`src/rtl/pix_clk_ctrl.sv`:
```
// ---------------------------------------------------------------------------
// pix_clk_ctrl
//
// Programmable pixel-rate scheduler. Produces a one-cycle tick strobe every
// `div` system clocks plus a phase signal that is high for the first
// floor(div/2) cycles of each period. The divisor can be reprogrammed at run
// time; while running, a new divisor is held pending and only swapped in on a
// period boundary so no period is ever truncated.
//
// Parameters
//   CNT_W      width of divisor / period counter
//   DEF_DIV    divisor loaded at reset (2 <= DEF_DIV < 2**CNT_W)
//
// Ports
//   clk_i       system clock, rising edge
//   rst_        asynchronous active-low reset
//   run_i       level: 1 runs the tick generator, 0 stops it
//   cfg_req_i   one-cycle divisor change request
//   cfg_div_i   requested divisor, sampled with cfg_req_i
//   cfg_ack_o   pulse: new divisor has become active
//   cfg_err_o   pulse: request rejected (divisor < 2 or change already pending)
//   busy_o      a divisor change is pending
//   tick_o      one-cycle strobe per period
//   half_o      phase signal, high in the first half of each period
//   tick_cnt_o  free-running 16-bit tick counter (wraps)
// ---------------------------------------------------------------------------
module pix_clk_ctrl #(
   parameter int CNT_W   = 8,
   parameter int DEF_DIV = 4
) (
   input  logic             clk_i,
   input  logic             rst_,
   input  logic             run_i,
   input  logic             cfg_req_i,
   input  logic [CNT_W-1:0] cfg_div_i,
   output logic             cfg_ack_o,
   output logic             cfg_err_o,
   output logic             busy_o,
   output logic             tick_o,
   output logic             half_o,
   output logic [15:0]      tick_cnt_o
);

   typedef enum logic [1:0] {
      ST_STOP = 2'd0,
      ST_RUN  = 2'd1,
      ST_PEND = 2'd2
   } state_t;

   localparam logic [CNT_W-1:0] DEF_DIV_C = CNT_W'(DEF_DIV);
   localparam logic [CNT_W-1:0] ONE_C     = CNT_W'(1);
   localparam logic [CNT_W-1:0] TWO_C     = CNT_W'(2);

   state_t           state_reg;
   logic [CNT_W-1:0] div_reg;
   logic [CNT_W-1:0] pend_div_reg;
   logic [CNT_W-1:0] cnt_reg;

   logic             cfg_legal;
   logic             cfg_bad;
   logic             at_wrap;
   logic [CNT_W-1:0] cnt_next;
   logic [CNT_W-1:0] start_div;
   logic             half_run;
   logic             half_start;
   logic             half_swap;

   // busy_o is the registered image of "state is PEND", so it can be used
   // directly to refuse a second request while one is still outstanding.
   assign cfg_legal = cfg_req_i && (cfg_div_i >= TWO_C) && !busy_o;
   assign cfg_bad   = cfg_req_i && !cfg_legal;

   assign at_wrap   = (cnt_reg == div_reg - ONE_C);
   assign cnt_next  = at_wrap ? '0 : cnt_reg + ONE_C;

   // Phase for the counter value about to be loaded.
   assign half_run   = (cnt_next < (div_reg >> 1));
   // Leaving STOP: a request accepted on the same edge governs the first period.
   assign start_div  = cfg_legal ? cfg_div_i : div_reg;
   assign half_start = ('0 < (start_div >> 1));
   // Boundary swap in PEND: counter restarts at 0 under the pending divisor.
   assign half_swap  = ('0 < (pend_div_reg >> 1));

   always_ff @(posedge clk_i or negedge rst_) begin
      if (!rst_) begin
         state_reg    <= ST_STOP;
         div_reg      <= DEF_DIV_C;
         pend_div_reg <= '0;
         cnt_reg      <= '0;
         cfg_ack_o    <= 1'b0;
         cfg_err_o    <= 1'b0;
         busy_o       <= 1'b0;
         tick_o       <= 1'b0;
         half_o       <= 1'b0;
         tick_cnt_o   <= 16'h0000;
      end else begin
         tick_o    <= 1'b0;
         cfg_ack_o <= 1'b0;
         cfg_err_o <= cfg_bad;

         case (state_reg)
            ST_STOP: begin
               cnt_reg <= '0;
               half_o  <= 1'b0;
               if (cfg_legal) begin
                  div_reg   <= cfg_div_i;
                  cfg_ack_o <= 1'b1;
               end
               if (run_i) begin
                  state_reg <= ST_RUN;
                  half_o    <= half_start;
               end
            end

            ST_RUN: begin
               if (!run_i) begin
                  state_reg <= ST_STOP;
                  cnt_reg   <= '0;
                  half_o    <= 1'b0;
                  // Nothing to wait for when stopped: apply immediately.
                  if (cfg_legal) begin
                     div_reg   <= cfg_div_i;
                     cfg_ack_o <= 1'b1;
                  end
               end else begin
                  cnt_reg <= cnt_next;
                  half_o  <= half_run;
                  if (at_wrap) begin
                     tick_o     <= 1'b1;
                     tick_cnt_o <= tick_cnt_o + 16'd1;
                  end
                  // A request on the wrap edge itself waits a full period.
                  if (cfg_legal) begin
                     pend_div_reg <= cfg_div_i;
                     state_reg    <= ST_PEND;
                     busy_o       <= 1'b1;
                  end
               end
            end

            ST_PEND: begin
               if (!run_i) begin
                  state_reg <= ST_STOP;
                  cnt_reg   <= '0;
                  half_o    <= 1'b0;
                  div_reg   <= pend_div_reg;
                  cfg_ack_o <= 1'b1;
                  busy_o    <= 1'b0;
               end else if (at_wrap) begin
                  state_reg  <= ST_RUN;
                  cnt_reg    <= '0;
                  half_o     <= half_swap;
                  div_reg    <= pend_div_reg;
                  tick_o     <= 1'b1;
                  tick_cnt_o <= tick_cnt_o + 16'd1;
                  cfg_ack_o  <= 1'b1;
                  busy_o     <= 1'b0;
               end else begin
                  cnt_reg <= cnt_next;
                  half_o  <= half_run;
               end
            end

            default: begin
               state_reg <= ST_STOP;
               cnt_reg   <= '0;
               half_o    <= 1'b0;
               busy_o    <= 1'b0;
            end
         endcase
      end
   end

endmodule

```
`config.mk`:
```
export PLATFORM = sky130hd
export DESIGN_NAME = pix_clk_ctrl
export DESIGN_NICKNAME = d
export VERILOG_FILES = /design/src/rtl/pix_clk_ctrl.sv
export SDC_FILE = /design/constraint.sdc
export NUM_CORES = 1
export LEC_CHECK = 0
export BUFFER_PORTS_ARGS = -buffer_cell sky130_fd_sc_hd__buf_2
export CAP_MARGIN = 20
export CORE_MARGIN = 3
export CORE_UTILIZATION = 30
export CTS_CLUSTER_SIZE = 28
export DETAILED_ROUTE_END_ITERATION = 10
export GPL_TIMING_DRIVEN = 0
export SLEW_MARGIN = 0
export SYNTH_ARGS = -nofsm -noshare
export SYNTH_HDL_FRONTEND = slang
export SYNTH_SLANG_ARGS = --single-unit
export TNS_END_PERCENT = 30
```
`constraint.sdc`:
```
create_clock -name clk_i -period 3.8 [get_ports clk_i]
set_input_delay 0.76 -clock clk_i [delete_from_list [all_inputs] [get_ports clk_i]]
set_output_delay 0.76 -clock clk_i [all_outputs]
set_load 0.02 [all_outputs]
```
==> results of run 1 <==
## per-stage QoR
stage,worst slack (ns),std cells
2_1_floorplan,0.600,277
3_3_place_gp,0.124,417
3_5_place_dp,0.0968,417
4_1_cts,0.0535,425
5_1_grt,0.131,426
6_report,0.371,426
## logic make-up (layout without fill, tap and decap cells)
kind of cell               count (synthesis)  after routing
xor gates and xnor gates                  29             29
muxes                                     12             12
buffers and inverters                     30             71
and+or+nand+nor                           92             92
AOI/OAI and AO/OA                         53             53
DFF                                       47             47
adders and majority gates                 14             14
## cell type report
class | count | share of cell area (%)
clock inverter | 2 | 1.82
inverter | 15 | 1.71
sequential | 47 | 35.8
tap | 108 | 4.10
clock buffer | 6 | 2.20
buffer | 14 | 2.43
timing repair buffer | 34 | 5.69
multi-input combinational | 200 | 46.3
## routing by layer
metal / GRT usage, % / vias up / share of wire, %
li1: - / 1076 / -
met1: 17.8 / 1107 / 48
met2: 21.1 / 35 / 48
met3: 2.48 / 5 / 3.1
met4: 2.99 / 0 / 0.75
met5: 0 / - / 0
## cell usage in the layout, fill, tap and decap left out, drive strengths merged, types with 2 or more instances in the layout
master and count:
a2111oi 2, a211oi 2, a21boi 2, a21oi 10, a22oi 2, a31oi 9
and2 7, and3 8, and4 2, buf 39, bufinv 2, clkbuf 15
dfrtp 46, ha 14, inv 15, mux2 10, mux2i 2, nand2 12
nand2b 3, nand3 8, nand4 13, nor2 15, nor2b 3, nor3 11
nor4 4, o21a 3, o21ai 6, o221ai 2, o2bb2ai 7, xnor2 23
xor2 5
## timing repair
| action | 4_1_cts | 5_1_grt |
|---|---|---|
| buffers inserted | 0 | 1 |
| gates resized for setup | 0 | 5 |
| endpoints found under the setup margin | 0 | 1 |
## power groups by stage
stage	sequential, mW	clock, mW	combinational, mW
global route	0.776	0.466	1.09
floorplan	0.750	0	0.744
CTS	0.749	0.448	0.971
finish	0.752	0.432	0.986
global placement	0.757	0	0.950
detailed placement	0.760	0	0.967
## worst paths after layout
| kind | slack [ns] | to | cells past startpoint |
|---|---|---|---|
| max | 0.37 | half_o | 15 |
| min | 0.43 | pend_div_reg[6] | 1 |
| max reg2reg | 0.37 | half_o | 15 |
| min reg2reg | 0.48 | tick_cnt_o[15] | 1 |
| max in group asynchronous | 2.83 | div_reg[0] | 2 |
| min in group clk_i | 0.48 | tick_cnt_o[15] | 1 |
==> results_dict.tcl, run 1 <==
set metrics [dict create \
    area_growth_pct 16.4 \
    drcViolationCount 0 \
    register_area_um2 1180 \
    vias 2223 \
    async_reset_ff_share_pct 100 \
    muxShareOfSynthArea_pct 4.81 \
    dp.final_hpwl_um 4810 \
    io_pins 33 \
    r2r-start "div_reg[1]" \
    track_usage_pct 12.9 \
    finalCritPeriodShare_pct 90.2 \
    rsz0062_at_grt "false" \
    cap_viol_max_count 0 \
    crit_type "flop to flop" \
    p_sw_mw 0.836 \
    grt_pass1_vias 2223 \
    p_clk_share_pct 19.9 \
    row_count 34 \
    clock_sinks 47 \
    grt_pass1_wl_um 10900 \
    crit_chain "inv_1 > ha_1 > xnor3_1 > a32o_1 > and3b_1 > and3_1 > buf_4 > nor2_1 > ha_1 > o21a_1 > o21a_1 > o21a_1 > a211oi_2 > o21ai_0 > o22ai_1" \
    finalNetCount 343 \
    synth_nets 303 \
    arrival_ns 3.63 \
    synth.most_common_cell "dfrtp_1" \
    viasPerCell 5.22 \
    antenna_found_initial 0 \
    yosysSeqAreaShare_pct 41.6 \
    outcome "complete, no violations" \
    start_kind "flop" \
    internal_power_mw 1.33 \
    whs_ns 0.430 \
    placed_cell_area_um2 3130 \
    avgSynthCellArea_um2 10.2 \
    postCtsHoldBufs 0 \
    fin_area_um2 3300 \
    largest_reg_flops 16 \
    setup_viol 0 \
    slowest_delay_ns 0.46 \
    grt_overflow 0 \
    switching_share_pct 38.5 \
    registers.top_by_ff_count "tick_cnt_o" \
    utilization_pct 36.9 \
    synth_cells 277 \
    cts_root_buf "clkbuf_8" \
    worstMarginPinSlew_ns 0.677 \
    portBuffers 32 \
    crit_start "div_reg[1]" \
    cts_tree "yes" \
    synth_xor_area_share_pct 9.45 \
    core_region_area_um2 8930 \
    cp_max_fo 17 \
    cts.clk_slew.worst_paths_ns 0.09 \
    ys_top_cells_by_area "dfrtp_1, xnor2_1, ha_1" \
    fmaxAchievable_mhz 292 \
    synthFlopType "dfrtp_1" \
    dr.pass1.iters 4 \
    htree_levels 2 \
    ys_warn_count 0 \
    crit_path_end_kind "flop" \
    gp_congestion 0.842 \
    cp_common_cell "o21a_1" \
    cts.path.max_buffers 2 \
    nFillCells 934 \
    die-area_um2 10600 \
    critPathBufInv 2 \
    grt_max_degree 48 \
    synth_compound_area_share_pct 14.4 \
    required_ns 4.00 \
    period_minus_slack_ns 3.43 \
    hold_path.class "primary input to asynchronous set/reset pin" \
    start_util_pct 31.7 \
    leakage_nw 1.50 \
    synth_edf_count 0 \
    die_w_um 103 \
    synth_top_area_cell "dfrtp_1" \
    critPathTopFamily "compound AO/OA/AOI/OAI gates" \
    finClkSkew_ns 0.00660 \
    slowest_stage "dfrtp_2" \
    numCtsBuffers 5 \
    antenna_left 0 \
    ir_worst_vdd_mv 0.321 \
    yosys-top-cells-count "dfrtp_1, xnor2_1, inv_1, nor2_1, ha_1" \
    dr.first_iter.drc_count 112 \
    maxSlewHeadroom_pct 54.7 \
    ys_ff_latch 47 \
    power_frac_comb_pct 45.4 \
    syn-cell-area_um2 2830 \
    synth_top_area_share_pct 40.6 \
    die_h_um 103 \
    drv_slew 0 \
    antenna_cells 0 \
    wire_per_inst_um 15.1 \
    pwr-share-seq_pct 34.6 \
    layout-drive-gt1-share_pct 21.4 \
    yosys.area_share.adder_pct 6.18 \
    synth_top_family_by_area "simple AND/OR/NAND/NOR gates" \
    yosysUniqueCellTypes 55 \
    finalHoldViolations 0 \
    finalPower_mw 2.17 \
    clock_latency_ns 0.30 \
    power.density_nw_per_um2 658 \
    yosys.area_share.simple_pct 18.6 \
    fin_setup_tns_ns 0 \
    drt-total-wl_um 6440 \
    multiInputGateArea_um2 1530 \
]
Power figures use the tool's default switching activity.
==> inputs of run 2 (changes only) <==
--- a/config.mk
+++ b/config.mk
@@ -12,6 +12,8 @@
 export CTS_CLUSTER_SIZE = 28
 export DETAILED_ROUTE_END_ITERATION = 10
 export GPL_TIMING_DRIVEN = 0
+export RECOVER_POWER = 25
+export REMOVE_ABC_BUFFERS = 1
 export SLEW_MARGIN = 0
 export SYNTH_ARGS = -nofsm -noshare
 export SYNTH_HDL_FRONTEND = slang
==> results_dict.tcl, run 2 (same netlist as run 1, synthesis figures left out) <==
set metrics [dict create \
    maxSlewHeadroom_pct 7.31 \
    final_cells 413 \
    arrival_ns 3.73 \
    dr.first_iter.drc_count 71 \
    fmaxAchievable_mhz 285 \
    hold_path.class "flop to flop" \
    clock_sinks 47 \
    finalCritPeriodShare_pct 92.3 \
    grt_max_degree 48 \
    antenna_found_initial 0 \
    drv_slew 0 \
    finalHoldViolations 0 \
    finalPower_mw 2.08 \
    crit_path_end_kind "flop" \
    nFillCells 914 \
    ir_worst_vdd_mv 0.494 \
    viasPerCell 5.20 \
    most-common-layout-cells "dfrtp_1, buf_2, xnor2_1" \
    dp_slack_ns 0.142 \
    cts_root_buf "clkbuf_8" \
    register_area_um2 1180 \
    slowest_stage "dfrtp_1" \
    rsz0062_at_grt "false" \
    portBuffers 32 \
    start_util_pct 31.7 \
    layout-drive-gt1-share_pct 19.7 \
    worstMarginPinSlew_ns 1.39 \
    crit_chain "inv_1 > ha_1 > xnor3_1 > a32o_1 > and3b_1 > and3_4 > buf_8 > nor2_1 > ha_1 > a2111oi_0 > o21ai_0 > a211oi_1 > o21ai_0 > o22ai_1" \
    dp.final_hpwl_um 4470 \
    clock_latency_ns 0.30 \
    rrSetupSlack_ns 0.29 \
    cts.path.max_buffers 2 \
    antenna_left 0 \
    largest_reg_flops 16 \
    start_kind "flop" \
    drt-total-wl_um 6110 \
    critPathBufInv 2 \
    setup_viol 0 \
    critPathTopFamily "compound AO/OA/AOI/OAI gates" \
    dr.pass1.iters 6 \
    fin_area_um2 3190 \
    setup_ws_ns 0.294 \
    required_ns 4.02 \
    finClkSkew_ns 0.00574 \
    cts.clk_slew.worst_paths_ns 0.09 \
    die-area_um2 10600 \
    finalNetCount 330 \
    slowest_delay_ns 0.47 \
    antenna_cells 0 \
    core_region_area_um2 8930 \
    row_count 34 \
    placed_cell_area_um2 3070 \
    wire_per_inst_um 14.8 \
    grt_overflow 0 \
    power.density_nw_per_um2 650 \
    gp_congestion 0.803 \
    grt_pass1_wl_um 10100 \
    io_pins 33 \
    leakage_nw 1.45 \
    htree_levels 2 \
    postCtsHoldBufs 0 \
    cp_max_fo 28 \
    cts_tree "yes" \
    crit_type "flop to flop" \
    die_w_um 103 \
    period_minus_slack_ns 3.51 \
    drcViolationCount 0 \
    registers.top_by_ff_count "tick_cnt_o" \
    final_common_cell "dfrtp_1" \
    numCtsBuffers 5 \
    multiInputGateArea_um2 1520 \
    track_usage_pct 11.8 \
    outcome "complete, no violations" \
    cap_viol_max_count 0 \
    vias 2147 \
    area_growth_pct 12.8 \
    grt_pass1_vias 2144 \
    dp_cells 404 \
    die_h_um 103 \
]
## run 2: path summary, 6_finish.rpt
check                           depth (start not counted)             end           start
max in group asynchronous                               2  tick_cnt_o[11]            rst_
worst min-delay path                                    1  tick_cnt_o[15]  tick_cnt_o[15]
min in group asynchronous                               1       cfg_err_o            rst_
worst max register to register                         14          half_o      div_reg[1]
worst min register to register                          1  tick_cnt_o[15]  tick_cnt_o[15]
worst max-delay path                                   14          half_o      div_reg[1]
## run 2: per-stage QoR
stage,hold slack (ns),utilization [%],TNS (ns)
global placement,0.460,34.1,-0.347
finish,0.465,35.8,0
floorplan,0.464,-,0
detailed placement,0.462,34.4,0
CTS,0.475,35.7,0
global route,0.488,35.8,0
## run 2: cell type report
class,instances,share of cell area (%)
Sequential cell,47,36.9
Tap cell,108,4.23
Multi-Input combinational cell,200,47.6
Clock buffer,6,2.59
Inverter,15,1.76
Clock inverter,2,1.10
Timing Repair Buffer,35,5.91
## run 2: repair_timing
action                                  in CTS  in global routing
buffers inserted                             0                  0
endpoints found under the hold margin        0                  0
gates resized for setup                      0                  2
endpoints found under the setup margin       0                  1
## run 2: report_power, final
group,internal [mW],switching [mW],leakage [nW]
logic,0.418,0.496,0.773
registers,0.627,0.153,0.616
clock network,0.213,0.170,0.0612
## run 2: routing by layer
layer,vias to the layer above,routed length [um],global-route usage [%]
met4,0,87,4.08
met3,6,151,2.01
met1,1061,2890,15.0
li1,1054,-,-
met2,26,2990,20.3
met5,-,0,0
## run 2: worst reg2reg max path: stages (launching register included)
cell,delay (ns)
dfrtp_1,0.47
inv_1,0.10
ha_1,0.24
xnor3_1,0.34
a32o_1,0.26
and3b_1,0.21
and3_4,0.23
buf_8,0.18
nor2_1,0.12
ha_1,0.24
a2111oi_0,0.38
o21ai_0,0.16
a211oi_1,0.26
o21ai_0,0.12
o22ai_1,0.13
